## src/rtl/ir_cmd_pkg.sv

```systemverilog
// Shared types and default constants for the IR drive link (transmitter and receiver).
package ir_cmd_pkg;

  typedef enum logic [1:0] {
    CMD_STOP  = 2'd0,
    CMD_UP    = 2'd1,
    CMD_RIGHT = 2'd2,
    CMD_LEFT  = 2'd3
  } cmd_code_e;

  typedef enum logic {
    ST_IDLE = 1'b0,
    ST_SEND = 1'b1
  } tx_state_e;

  // Default timing: one frame is 25,000,000 cycles, i.e. one receiver window at 50 MHz.
  localparam int unsigned PERIOD_CYCLES_DEF     = 1000;
  localparam int unsigned PERIODS_PER_FRAME_DEF = 25000;
  localparam int unsigned FRAMES_PER_CMD_DEF    = 2;
  localparam int unsigned LOW_UP_DEF            = 232;
  localparam int unsigned LOW_RIGHT_DEF         = 264;
  localparam int unsigned LOW_LEFT_DEF          = 276;

  // Receiver classification thresholds on low cycles per window.
  localparam int unsigned RX_BAND_UP_MIN    = 5_000_000;
  localparam int unsigned RX_BAND_RIGHT_MIN = 6_500_000;
  localparam int unsigned RX_BAND_LEFT_MIN  = 6_700_000;

  // Counter width for a modulus n; never narrower than one bit.
  function automatic int unsigned cnt_w(input int unsigned n);
    return (n > 1) ? $clog2(n) : 1;
  endfunction

endpackage

```

## src/rtl/ir_cmd_tx_pwm.sv

```systemverilog
// Sub-period phase counter and low-time compare. ir_out is registered from the
// next phase value so the line lines up with the frame sequencing in ir_cmd_tx.
module ir_pwm_period
  import ir_cmd_pkg::*;
#(
  parameter int unsigned PERIOD_CYCLES = PERIOD_CYCLES_DEF,
  parameter int unsigned PW            = cnt_w(PERIOD_CYCLES)
) (
  input  logic          clkin,
  input  logic          rst,
  input  logic          clr,
  input  logic          adv,
  input  logic          en_nxt,
  input  logic [PW-1:0] low_len_nxt,
  output logic          wrap,
  output logic          ir_out
);

  logic [PW-1:0] phase_cnt;
  logic [PW-1:0] phase_nxt;

  assign wrap = (phase_cnt == PW'(PERIOD_CYCLES - 1));

  // Next phase: restart, advance with wrap, or hold.
  always_comb begin
    phase_nxt = phase_cnt;
    if (clr) begin
      phase_nxt = '0;
    end else if (adv) begin
      phase_nxt = wrap ? '0 : phase_cnt + PW'(1);
    end
  end

  // Phase register and registered line: low while phase is below the low length.
  always_ff @(posedge clkin) begin
    if (rst) begin
      phase_cnt <= '0;
      ir_out    <= 1'b1;
    end else begin
      phase_cnt <= phase_nxt;
      ir_out    <= en_nxt ? !(phase_nxt < low_len_nxt) : 1'b1;
    end
  end

endmodule

```

## src/rtl/ir_cmd_tx.sv

```systemverilog
// IR command transmitter: sends each accepted drive command as FRAMES_PER_CMD
// frames of a periodic active-low pattern.
// Optional build macro: IR_CMD_REPEAT_EN -- keep re-sending the latched command
// until a new one is accepted at a frame end.
//
// state   | meaning
// --------+------------------------------------------------------------
// ST_IDLE | line high, ready for a command
// ST_SEND | pattern running; ready only on the hand-off cycle of a frame
module ir_cmd_tx
  import ir_cmd_pkg::*;
#(
  parameter int unsigned PERIOD_CYCLES     = PERIOD_CYCLES_DEF,
  parameter int unsigned PERIODS_PER_FRAME = PERIODS_PER_FRAME_DEF,
  parameter int unsigned FRAMES_PER_CMD    = FRAMES_PER_CMD_DEF,
  parameter int unsigned LOW_UP            = LOW_UP_DEF,
  parameter int unsigned LOW_RIGHT         = LOW_RIGHT_DEF,
  parameter int unsigned LOW_LEFT          = LOW_LEFT_DEF
) (
  input  logic       clkin,
  input  logic       rst,
  input  logic       cmd_valid,
  input  logic [1:0] cmd_code,
  output logic       cmd_ready,
  output logic       ir_out,
  output logic       busy,
  output logic       frame_done
);

  localparam int unsigned PW = cnt_w(PERIOD_CYCLES);
  localparam int unsigned FW = cnt_w(PERIODS_PER_FRAME);
  localparam int unsigned CW = cnt_w(FRAMES_PER_CMD);

  tx_state_e     state, state_nxt;
  cmd_code_e     code, code_nxt;
  logic [FW-1:0] period_cnt, period_cnt_nxt;
  logic [CW-1:0] frame_cnt, frame_cnt_nxt;
  logic [PW-1:0] low_len, low_len_nxt;
  logic          phase_wrap;
  logic          pwm_clr, pwm_adv, pwm_en_nxt;
  logic          period_last, frame_last, cmd_end, accept;

  function automatic logic [PW-1:0] low_of(input cmd_code_e c);
    case (c)
      CMD_UP:    low_of = PW'(LOW_UP);
      CMD_RIGHT: low_of = PW'(LOW_RIGHT);
      CMD_LEFT:  low_of = PW'(LOW_LEFT);
      default:   low_of = '0;
    endcase
  endfunction

  ir_pwm_period #(
    .PERIOD_CYCLES (PERIOD_CYCLES),
    .PW            (PW)
  ) u_pwm (
    .clkin       (clkin),
    .rst         (rst),
    .clr         (pwm_clr),
    .adv         (pwm_adv),
    .en_nxt      (pwm_en_nxt),
    .low_len_nxt (low_len_nxt),
    .wrap        (phase_wrap),
    .ir_out      (ir_out)
  );

  // State, latched command and frame/period counters.
  always_ff @(posedge clkin) begin
    if (rst) begin
      state      <= ST_IDLE;
      code       <= CMD_STOP;
      period_cnt <= '0;
      frame_cnt  <= '0;
    end else begin
      state      <= state_nxt;
      code       <= code_nxt;
      period_cnt <= period_cnt_nxt;
      frame_cnt  <= frame_cnt_nxt;
    end
  end

  // Next-state, counter sequencing and handshake outputs.
  always_comb begin
    low_len     = low_of(code);
    period_last = (period_cnt == FW'(PERIODS_PER_FRAME - 1));
    frame_last  = (frame_cnt == CW'(FRAMES_PER_CMD - 1));
    busy        = (state == ST_SEND);
    frame_done  = busy && phase_wrap && period_last;
`ifdef IR_CMD_REPEAT_EN
    cmd_end     = frame_done;
`else
    cmd_end     = frame_done && frame_last;
`endif
    cmd_ready   = (state == ST_IDLE) || cmd_end;
    accept      = cmd_valid && cmd_ready;

    state_nxt      = state;
    code_nxt       = code;
    period_cnt_nxt = period_cnt;
    frame_cnt_nxt  = frame_cnt;
    pwm_clr        = 1'b0;
    pwm_adv        = 1'b0;
    pwm_en_nxt     = 1'b0;

    if (accept) begin
      // New command, possibly back-to-back on the last cycle of the previous one.
      state_nxt      = ST_SEND;
      code_nxt       = cmd_code_e'(cmd_code);
      period_cnt_nxt = '0;
      frame_cnt_nxt  = '0;
      pwm_clr        = 1'b1;
      pwm_en_nxt     = 1'b1;
    end else if (state == ST_SEND) begin
`ifndef IR_CMD_REPEAT_EN
      if (cmd_end) begin
        state_nxt      = ST_IDLE;
        period_cnt_nxt = '0;
        frame_cnt_nxt  = '0;
        pwm_clr        = 1'b1;
      end else
`endif
      begin
        // Counters wrap naturally, so repeat mode just keeps running.
        pwm_adv    = 1'b1;
        pwm_en_nxt = 1'b1;
        if (phase_wrap) begin
          if (period_last) begin
            period_cnt_nxt = '0;
            frame_cnt_nxt  = frame_last ? '0 : frame_cnt + CW'(1);
          end else begin
            period_cnt_nxt = period_cnt + FW'(1);
          end
        end
      end
    end else begin
      pwm_clr = 1'b1;
    end

    low_len_nxt = low_of(code_nxt);
  end

  // A low length at or above the sub-period would never let the line go high.
  a_low_len_legal: assert property (@(posedge clkin) disable iff (rst)
                                    (32'(low_len) < PERIOD_CYCLES));

endmodule

```

## config.mk

```make
export PLATFORM = sky130hd
export DESIGN_NAME = ir_cmd_tx
export DESIGN_NICKNAME = d
export VERILOG_FILES = /design/src/rtl/ir_cmd_pkg.sv /design/src/rtl/ir_cmd_tx_pwm.sv /design/src/rtl/ir_cmd_tx.sv
export SDC_FILE = /design/constraint.sdc
export NUM_CORES = 1
export LEC_CHECK = 0
export CORE_MARGIN = 5
export CORE_UTILIZATION = 53
export DETAILED_ROUTE_END_ITERATION = 7
export PLACE_DENSITY_LB_ADDON = 0.12
export SLEW_MARGIN = 40
export SYNTH_ARGS = -nofsm -noshare
export SYNTH_HDL_FRONTEND = slang
export SYNTH_SLANG_ARGS = --single-unit
```

## constraint.sdc

```tcl
create_clock -name clkin -period 3.1 [get_ports clkin]
set_clock_uncertainty 0.1 [all_clocks]
set_input_delay 0.31 -clock clkin [delete_from_list [all_inputs] [get_ports clkin]]
set_output_delay 0.31 -clock clkin [all_outputs]
set_load 0.02 [all_outputs]
```

* Word level (Yosys, flattened, before mapping)
Index checks and enable logic that the tools add are counted.
** Storage, ports and cells
- Bits in latches :: 0
- Bits in read-only memories :: 0
- Input bits :: 5
- Logic and storage cells :: 48
- Register bits :: 30
- Output and inout port bits :: 4
- Memories :: 0
- Memory bits (writable) :: 0
** Cells by class
- Div/mod/pow operators :: 0
- Equal/unequal tests :: 5
- Order comparisons :: 1
- Bitwise logic cells :: 2
- Multiply operators :: 0
- Reductions and logical operators :: 12
- Add/sub/neg operators :: 3
- Multiplexer cells :: 19
- Shifts and indexed selects :: 0
** Operators by type and width (number)
- 2-to-1 mux 15 bit :: 3
- 2-to-1 mux 10 bit :: 3
- case mux 9 bit (3 select lines) :: 1
- adder 15 x 1 -> 15 bit, second input constant :: 1
- == test 15 bit, second input constant :: 1
- 2-to-1 mux 1 bit :: 11
- adder 10 x 1 -> 10 bit, second input constant :: 1
- == test 10 bit, second input constant :: 1
- < comparator 10 x 9 -> 1 bit :: 1
- == test 2 bit, second input constant :: 2
- logical AND 1 bit :: 4
- nonzero test 2 bit :: 2
- OR reduction 2 bit :: 2
- AND reduction 3 bit :: 1
- == test 2 x 1 -> 1 bit, second input constant :: 1
- 2-to-1 mux 2 bit :: 1
- NOT 1 bit :: 2
- AND reduction 2 bit :: 1
- adder 1 bit, second input constant :: 1
- zero test 1 bit :: 1
- logical OR 1 bit :: 1

* Depth between registers and ports, before layout
Gate-level depths: netlist of run 1.
- Depth in word-level cells :: 11
- Mapped depth :: 14

* Hierarchy
A second synthesis of run 1 with hierarchy kept.
** Second synthesis, totals
- Cells, all modules :: 217
- Area, all modules :: 1774.2 um^2
** Modules (own cells, without submodules)
- ir_cmd_tx :: area an instance 958.4 um^2, cells an instance 117, instances 1
- ir_pwm_period :: area an instance 815.8 um^2, cells an instance 100, instances 1

* Worst setup path after synthesis of run 1
No wires, ideal clock.
- Path type :: flip-flop to flip-flop
- From :: reg period_cnt[4]
- To :: reg u_pwm.ir_out
- Setup slack :: -0.077 ns
- Cell stages (with the launch flop) :: 12
- Arrival time :: 2.949 ns
- Cell sequence :: dfxtp_1 -> or4b_4 -> nor4_4 -> a22o_1 -> buf_6 -> mux2_4 -> ha_1 -> ha_1 -> or2_2 -> o311ai_0 -> mux2_1 -> nand4b_1
** On the way
- Cells in the longest elaborated chain, start to end :: 10
- Elaborated cells between the ends (all ways) :: 23
- Those cells by class :: order compare: 1; eq/ne: 4; mux: 11; bitwise: 1; reduce/logical: 6
** Ends and longest elaborated chain
- start: declaration :: RTL line ir_cmd_tx.sv:36 : logic [FW-1:0] period_cnt, period_cnt_nxt;
- start signal: assignment :: RTL line ir_cmd_tx.sv:76 : period_cnt <= period_cnt_nxt;
- == test 15 bit (*) :: RTL line ir_cmd_tx.sv:84 : period_last = (period_cnt == FW'(PERIODS_PER_FRAME - 1));
- logical AND 1 bit (*) :: RTL line ir_cmd_tx.sv:87 : frame_done = busy && phase_wrap && period_last;
- logical AND 1 bit (*) :: RTL line ir_cmd_tx.sv:91 : cmd_end = frame_done && frame_last;
- logical OR 1 bit / 2-to-1 mux 1 bit (equally long branches) :: RTL line ir_cmd_tx.sv:93, ir_cmd_tx.sv:114
- logical AND 1 bit / 2-to-1 mux 1 bit (equally long branches) :: RTL line ir_cmd_tx.sv:94, ir_cmd_tx.sv:112
- 2-to-1 mux 2 bit / 2-to-1 mux 1 bit (equally long branches) :: RTL line ir_cmd_tx.sv:104 : if (accept) begin
- == test 2 bit (tied with other cells) :: RTL line ir_cmd_tx.sv:44 : case (c)
- case mux 9 bit (3 select lines) / 2-to-1 mux 10 bit (equally long branches) :: RTL line ir_cmd_tx.sv:44, ir_cmd_tx_pwm.sv:27
- < comparator 10 x 9 -> 1 bit :: RTL line ir_cmd_tx_pwm.sv:41 : ir_out <= en_nxt ? !(phase_nxt < low_len_nxt) : 1'b1;
- zero test 1 bit :: RTL line ir_cmd_tx_pwm.sv:41
- end signal: assignment :: RTL line ir_cmd_tx_pwm.sv:41
- end: declaration :: RTL line ir_cmd_tx_pwm.sv:16 : output logic ir_out
Every way passes the cells marked *; elsewhere a longest branch is shown, timed or not.
A chain may end at the register's enable or synchronous reset.

* Final worst setup path of run 1
Same ends and word-level chain as after synthesis.

==> results.cfg, run 1 <==
[floorplan]
core_um2 = 2980
die_y_um = 65.1
ioPinCount = 9
die-area_um2 = 4240
die_width_um = 65.1
rows = 20
initial_core_util_pct = 54.1

[detailed_routing]
wl_per_cell_um = 14.9
vias_per_cell = 5.73
dr.pass1.iters = 4
vias = 1416
drc = 0
ant_nets = 0
wirelength_mm = 3.67
drtIter0Drc = 68

[setup_path]
arrival_ns = 3.16
crit_family = simple AND/OR/NAND/NOR gates
slowest_delay_ns = 0.54
critical_path_required_ns = 3.22
critical_path_class = flip-flop to flip-flop
critPathSlowestCell = or4b_4
path_max_fanout = 4
crit_path_cell_trace = or4b_4, nor4_4, a22o_4, mux2_4, ha_4, ha_4, or2_4, o311ai_4, mux2_4, nand4b_1
path_buf_inv = 0
endpoint_kind = flip-flop
cp-start-kind = flip-flop

[cts]
clkTransAtPathRegs_ns = 0.11
clk_path_buf_depth = 2
cts_root_buf = clkbuf_4
cts_buffers = 5
postCtsSetupBuffers = 0
cts.sinks = 30
h-tree-depth = 2
clock_latency_ns = 0.34
cts_tree = built

[grt]
grt_pass1_vias = 1490
track_usage_pct = 20.0
grt_pass1_wl_mm = 6.60
overflow = 0
grt_antenna_before_repair = 0
grt_max_degree = 14

[place]
place_inst = 239
gp_congestion = 0.815
dp_hpwl_mm = 2.57
port_buffers = 8

[logic_synthesis]
ys_seq_area_share_pct = 37.3
synth_top_area_cell = dfxtp_1
synthesis.nets = 200
synth.avg_cell_area_um2 = 8.66
ys_ff_latch = 30
synthTopCellsByCount = nor2_1, dfxtp_1, nand2_1, xor2_1, nand3_1
syn-cell-area_um2 = 1610
yosysUniqueCellTypes = 40
dominantRegCellSynth = dfxtp_1
synth_area_leaders = dfxtp_1, nor2_1, xor2_1
synth_enable_flop_cells = 0
async_reset_ff_share_pct = 0
ys_warn_count = 0
synth_top_cell_area_share_pct = 37.3
synth.most_common_cell = nor2_1
synth_cells = 186

[finish]
fin_util_pct = 68.4
area.growth.synth_to_final_pct = 26.3
nets = 227
n_fill_cell = 235
fin_cells = 247
insertedDiodeCount = 0
drive_gt1_share_pct = 23.8

[sta]
rsz0062_at_grt = yes
slew_headroom_pct = 52.6
drv_slew = 0
tns_ns = 0
finalHoldViolCount = 0
setup_viol = 0
fmax_mhz = 328
fin_hold_ws_ns = 0.341
period_share_pct = 98.2
tightest_slew_ns = 0.704
final.min_clock_period_ns = 3.04

[power_and_ir_drop]
finalPower_mw = 0.756
powerDensity_nw_per_um2 = 371
leakage_nw = 0.755
vdd_drop_max_uv = 292

[job]
cap_violations = 0

[outcome]
status = finished, final reports clean

[min_path]
hold_path_class = flip-flop to flip-flop
## flip-flops by register name, indices dropped and copies added, names as in the netlist
signal,count
code,2
frame_cnt,1
busy,1
period_cnt,15
u_pwm.ir_out,1
u_pwm.phase_cnt,10
## repair_timing
| item | 4_1_cts | 5_1_grt |
|---|---|---|
| endpoints found under the setup margin | 1 | 1 |
| resized for setup | 15 | 7 |
| hold buffers | 0 | 0 |
| pin swaps | 8 | 6 |
## logic make-up (layout without fill, tap and decap cells)
| family | after synthesis | count (layout) | synth area share (%) |
|---|---|---|---|
| mux | 4 | 4 | 2.87 |
| fa+ha+maj | 9 | 9 | 6.99 |
| compound gates | 15 | 15 | 6.75 |
| flops | 30 | 30 | 37.3 |
| buf+inv | 11 | 39 | 3.26 |
| xor+xnor | 22 | 22 | 12.0 |
| simple gates | 95 | 95 | 30.9 |
## cell type report
class	instances	area, µm²	area share [%]
clock buffer	6	51.3	2.52
clock inverter	2	12.5	0.615
inverter	6	25.0	1.23
multi-input combinational	145	1090	53.7
sequential	30	606	29.7
tap	33	41.3	2.03
timing repair buffer	25	208	10.2
## path summary, 6_finish.rpt
path                       from            endpoint  slack [ns]  depth (start not counted)
max               period_cnt[4]        u_pwm.ir_out        0.06                         10
min          u_pwm.phase_cnt[0]  u_pwm.phase_cnt[0]        0.34                          1
max reg2reg       period_cnt[4]        u_pwm.ir_out        0.06                         10
min reg2reg  u_pwm.phase_cnt[0]  u_pwm.phase_cnt[0]        0.34                          1
## metal layers
layer  global-route usage (%)  share of wire (%)  vias to the layer above  wire [µm]
li1                         -                  -                      704          -
met5                        0                  0                        -          0
met3                     5.30                2.4                        4         89
met4                     9.07                1.1                        0         42
met2                     36.1                 53                       16       1960
met1                     21.8                 43                      692       1590
## per-stage QoR
stage,setup WS [ns],instance area (µm²)
6_report,0.0551,2040
5_1_grt,-0.0193,2040
4_1_cts,0.000519,1990
3_5_place_dp,-0.0755,1850
3_3_place_gp,0.0277,1850
2_1_floorplan,0.0145,1630
## layout by cell type, fill, tap and decap left out, types with 2 or more instances in the layout
master | netlist | layout
nor2_1 | 35 | 34
dfxtp_1 | 30 | 26
buf_4 | 1 | 17
nand2_1 | 16 | 15
xor2_1 | 14 | 14
nand3_1 | 11 | 10
xnor2_1 | 8 | 8
clkdlybuf4s50_1 | 0 | 8
nor3_1 | 7 | 7
inv_1 | 6 | 5
nand4_1 | 5 | 5
ha_4 | 0 | 5
clkbuf_4 | 0 | 5
ha_1 | 9 | 4
dfxtp_2 | 0 | 4
nand4b_1 | 3 | 3
or3_1 | 3 | 3
or4b_4 | 2 | 2
nor4_1 | 2 | 2
mux2_4 | 1 | 2
and3_1 | 2 | 2
a31oi_1 | 2 | 2
o21ai_0 | 3 | 2
a211oi_1 | 2 | 2
## power breakdown
part	total, mW	leakage (nW)	switching, mW	internal (mW)
clock	0.255	0.0343	0.146	0.109
combinational	0.106	0.476	0.0531	0.0525
sequential	0.395	0.245	0.00479	0.390
Note: power is estimated with default switching activity, not from simulation.
==> inputs of run 2 (changes only) <==
- CORE_MARGIN: 5 -> default
- GPL_TIMING_DRIVEN: default -> 0
- TNS_END_PERCENT: default -> 30
==> run 2 against run 1 <==
Effect of this change: worst hold slack better by 0.0048 ns; via count fell by 3.0%; sequential cell count is the same; global-route usage up 3.1 points; worst setup slack got worse by 0.11 ns; largest power group unchanged; cell area fell by 0.92%; non-clock buffer count down 5; first-iteration DRC count fell by 41%; clock power shrank 7%; the flow now finishes with violations (setup timing); fmax down 3.6%; sequential share of layout area grew 0.52 points.
==> results.cfg, run 2 (synthesis results as in run 1) <==
[outcome]
status = finished with violations
violations = setup timing

[setup_path]
crit_path_cell_trace = or4b_4, nor4_4, a22o_1, buf_6, mux2i_4, ha_4, inv_6, ha_4, nand3_4, nor2_4, o311ai_4, mux2_4, nand4b_1
critical_path_class = flip-flop to flip-flop
path_buf_inv = 2
endpoint_kind = flip-flop
critPathSlowestCell = or4b_4
cp-start-kind = flip-flop
arrival_ns = 3.34
crit_family = simple AND/OR/NAND/NOR gates
critical_path_required_ns = 3.28
slowest_delay_ns = 0.54
cpMostUsedCell = ha_4
path_max_fanout = 3

[finish]
top_register = period_cnt
fin_util_pct = 71.3
reg_top3 = period_cnt: 15 flops, u_pwm.phase_cnt: 10 flops, code: 2 flops
nets = 222
largest_reg_flops = 15
area.growth.synth_to_final_pct = 25.2
layout_commonest_cell = nor2_1
insertedDiodeCount = 0
layout_common_cells = nor2_1, dfxtp_1, nand2_1
stdcell_area_um2 = 2020
fin_cells = 240
drive_gt1_share_pct = 22.0

[cts]
clock_latency_ns = 0.34
clkTransAtPathRegs_ns = 0.11
postCtsHoldBufs = 0
cts_tree = built
h-tree-depth = 2
cts.sinks = 30
cts_root_buf = clkbuf_4
cts_buffers = 5
clk_path_buf_depth = 2

[sta]
finalHoldViolCount = 0
fmax_mhz = 317
period_share_pct = 102
slew_headroom_pct = 54.3
drv_slew = 0
final.min_clock_period_ns = 3.16
rsz0062_at_grt = yes
tightest_slew_ns = 0.680
setup_viol = 1
fin_ws_ns = -0.0587

[floorplan]
ioPinCount = 9
die-area_um2 = 3260
initial_core_util_pct = 57.0
core_um2 = 2830
rows = 19
die_width_um = 57.1
die_y_um = 57.1

[detailed_routing]
wirelength_mm = 3.52
vias_per_cell = 5.72
wl_per_cell_um = 14.7
drc = 0
drtIter0Drc = 40
ant_nets = 0
vias = 1373
dr.pass1.iters = 4

[grt]
track_usage_pct = 23.1
overflow = 0
grt_max_degree = 12
grt_antenna_before_repair = 0
grt_pass1_wl_mm = 5.76
grt_pass1_vias = 1325

[power_and_ir_drop]
powerDensity_nw_per_um2 = 370
vdd_drop_max_uv = 352
leakage_nw = 0.741

[place]
post-place-ws_ns = -0.224
port_buffers = 8
place_inst = 225
gp_congestion = 0.771
dp_hpwl_mm = 2.46
placed_area_um2 = 1760

[job]
cap_violations = 0

[min_path]
hold_path_class = flip-flop to flip-flop
run 2: cell types whose count changed in the layout (fill, tap and decap cells not counted), moves of 2 or more:
cell	delta
clkbuf_1	+3
dfxtp_1	-2
dlymetal6s2s_1	+2
nor4_2	+2
nor4_1	-2
buf_4	-9
clkdlybuf4s50_1	-2
run 2: report_power, final:
part | switching, mW | leakage, nW | internal (mW)
clock | 0.150 | 0.0312 | 0.0880
combinational | 0.0585 | 0.464 | 0.0564
sequential | 0.00270 | 0.246 | 0.389
run 2: timing repair:
action / CTS / global route
gates resized for setup: 15 / 14
endpoints found under the setup margin: 1 / 1
pin swaps: 7 / 7
buffers inserted: 5 / 2
run 2: worst register-to-register path, stage by stage (launching register included):
cell	delay, ns
dfxtp_4	0.36
or4b_4	0.54
nor4_4	0.32
a22o_1	0.19
buf_6	0.12
mux2i_4	0.24
ha_4	0.18
inv_6	0.05
ha_4	0.27
nand3_4	0.08
nor2_4	0.17
o311ai_4	0.12
mux2_4	0.28
nand4b_1	0.08
run 2: cell type report:
class	instances	area, µm²
inverters	6	27.5
clock inverters	3	21.3
plain buffers	5	30.0
multi-input cells	145	1110
flip-flops and latches	30	611
clock buffers	5	37.5
well taps	31	38.8
repair buffers	15	138
fillers	241	812
run 2: per-layer routing:
layer / wire length (µm) / GRT usage, %
met1: 1500 / 25.1
met2: 1840 / 41.5
met4: 95 / 12.9
met5: 0 / 0
met3: 78 / 4.99
run 2: path summary, 6_finish.rpt:
path                            from            endpoint  slack, ns  cells past startpoint
setup / recovery       period_cnt[4]        u_pwm.ir_out      -0.06                     13
hold / removal    u_pwm.phase_cnt[0]  u_pwm.phase_cnt[0]       0.35                      1
setup reg to reg       period_cnt[4]        u_pwm.ir_out      -0.06                     13
hold reg to reg   u_pwm.phase_cnt[0]  u_pwm.phase_cnt[0]       0.35                      1
run 2: through the flow:
step                      setup TNS [ns]  hold WS [ns]  total power [mW]
after detailed placement          -0.224         0.337             0.482
after CTS                              0         0.354             0.730
after floorplan                        0         0.313             0.456
after global placement            -0.132         0.326             0.478
final                            -0.0587         0.346             0.745
after global routing              -0.178         0.374             0.775
==> inputs of run 3 (changes only) <==
- ABC_AREA: default -> 0
- CORE_UTILIZATION: 53 -> 38
==> run 3 against run 2 <==
Effect of this change: the flow still finishes with violations (setup timing); sequential power is essentially flat; sequential cell count unchanged; highest routed layer unchanged; die area grew 38%; register-to-register slack improved by 0.04 ns; critical endpoint unchanged; count of clock-buffer cells in the layout increased by 1; worst setup slack gained 0.037 ns; critical path depth is 2 lower; sequential share of layout area is 0.82 points lower; non-clock buffer count did not move; largest power group is now the clock network.
==> results.cfg, run 3 (synthesis results as in run 1) <==
[outcome]
status = finished with violations
violations = setup timing

[place]
gp_congestion = 0.780
post-place-ws_ns = -0.214
dp_hpwl_mm = 2.55
place_inst = 244
port_buffers = 8

[finish]
reg_top3 = period_cnt: 15 flops, u_pwm.phase_cnt: 10 flops, code: 2 flops
layout_commonest_cell = nor2_1
nets = 222
n_fill_cell = 387
drive_gt1_share_pct = 22.1
largest_reg_flops = 15
multiInputGateArea_um2 = 1100
fin_util_pct = 51.5
fin_cells = 258
insertedDiodeCount = 0
top_register = period_cnt
area.growth.synth_to_final_pct = 28.6
seqCellArea_um2 = 611
layout_common_cells = nor2_1, dfxtp_1, nand2_1, xor2_1, nand3_1

[sta]
final.min_clock_period_ns = 3.12
tns_ns = -0.0217
fmax_mhz = 320
fin_ws_ns = -0.0217
drv_slew = 0
setup_viol = 1
finalHoldViolCount = 0
tightest_slew_ns = 0.692
slew_headroom_pct = 53.5
period_share_pct = 101
rsz0062_at_grt = yes

[cts]
h-tree-depth = 2
cts_root_buf = clkbuf_8
clk_path_buf_depth = 2
clkTransAtPathRegs_ns = 0.07
cts.sinks = 30
cts_tree = built
clock_latency_ns = 0.29
cts_buffers = 5

[detailed_routing]
wirelength_mm = 3.68
wl_per_cell_um = 14.3
vias = 1343
ant_nets = 0
drtIter0Drc = 25
drc = 0
vias_per_cell = 5.21
dr.pass1.iters = 4

[power_and_ir_drop]
p_sw_mw = 0.205
powerDensity_nw_per_um2 = 436
vdd_drop_max_uv = 270
leakage_nw = 0.743
p_int_mw = 0.700
swShare_pct = 22.7
p_comb_share_pct = 11.9
seqPwrFrac_pct = 43.4
power_frac_clock_pct = 44.7

[grt]
grt_pass1_vias = 1329
grt_pass1_wl_mm = 5.73
track_usage_pct = 17.7
grt_max_degree = 11
overflow = 0
grt_antenna_before_repair = 0

[floorplan]
core_um2 = 4030
die_y_um = 67.1
die_width_um = 67.1
ioPinCount = 9
initial_core_util_pct = 40.0
rows = 23
die-area_um2 = 4510

[setup_path]
arrival_ns = 3.18
cp-start-kind = flip-flop
critical_path_required_ns = 3.16
critical_path_class = flip-flop to flip-flop
path_max_fanout = 4
endpoint_kind = flip-flop

[job]
cap_violations = 0

[min_path]
hold_path_class = flip-flop to flip-flop
==> run 3: path summary, 6_finish.rpt <==
check / to / depth (start not counted) / from / slack, ns
max: u_pwm.ir_out / 11 / period_cnt[4] / -0.02
min reg2reg: u_pwm.phase_cnt[0] / 1 / u_pwm.phase_cnt[0] / 0.35
min: u_pwm.phase_cnt[0] / 1 / u_pwm.phase_cnt[0] / 0.35
max reg2reg: u_pwm.ir_out / 11 / period_cnt[4] / -0.02
==> run 3: per-layer routing <==
layer / GRT usage, % / share of wire [%] / wire length, µm
met5: 0 / 0 / 0
met4: 10.6 / 1.8 / 66
met3: 4.11 / 2.6 / 96
met2: 31.4 / 52 / 1920
met1: 18.7 / 43 / 1590
==> run 3: through the flow <==
step	instance area [µm²]	power, mW	hold WS (ns)
after global routing	2070	0.936	0.376
after floorplan	1630	0.456	0.313
after global placement	1770	0.479	0.328
final	2070	0.905	0.347
after CTS	2020	0.911	0.354
after detailed placement	1780	0.482	0.344
==> run 3: final cells by class <==
type                            count  area share, %
Multi-Input combinational cell    145           52.9
Clock inverter                      1           1.45
Timing Repair Buffer               15           6.40
Sequential cell                    30           29.5
Inverter                            6           1.33
Tap cell                           50           3.02
Clock buffer                        6           3.98
Buffer                              5           1.45
==> run 3: power groups by stage <==
stage	registers [mW]	logic (mW)	clock network [mW]
detailed placement	0.402	0.0801	0
global route	0.393	0.116	0.428
finish	0.392	0.108	0.404
CTS	0.393	0.103	0.415
global placement	0.401	0.0779	0
floorplan	0.404	0.0513	0
==> run 3: repair_timing <==
action,CTS,global route
buffers inserted,4,3
hold buffers,0,0
gates cloned,0,0
hold endpoints to repair,0,0
endpoints found under the setup margin,1,1
pin swaps,7,5
gates resized for setup,19,8
==> run 3: worst max-delay path, stage by stage (launching register included) <==
cell	delay, ns
dfxtp_4	0.35
or4b_4	0.53
nor4_4	0.32
a22o_1	0.18
buf_6	0.13
mux2_4	0.32
ha_4	0.27
ha_4	0.19
or2_4	0.25
o311ai_4	0.08
mux2_4	0.18
nand4b_1	0.10
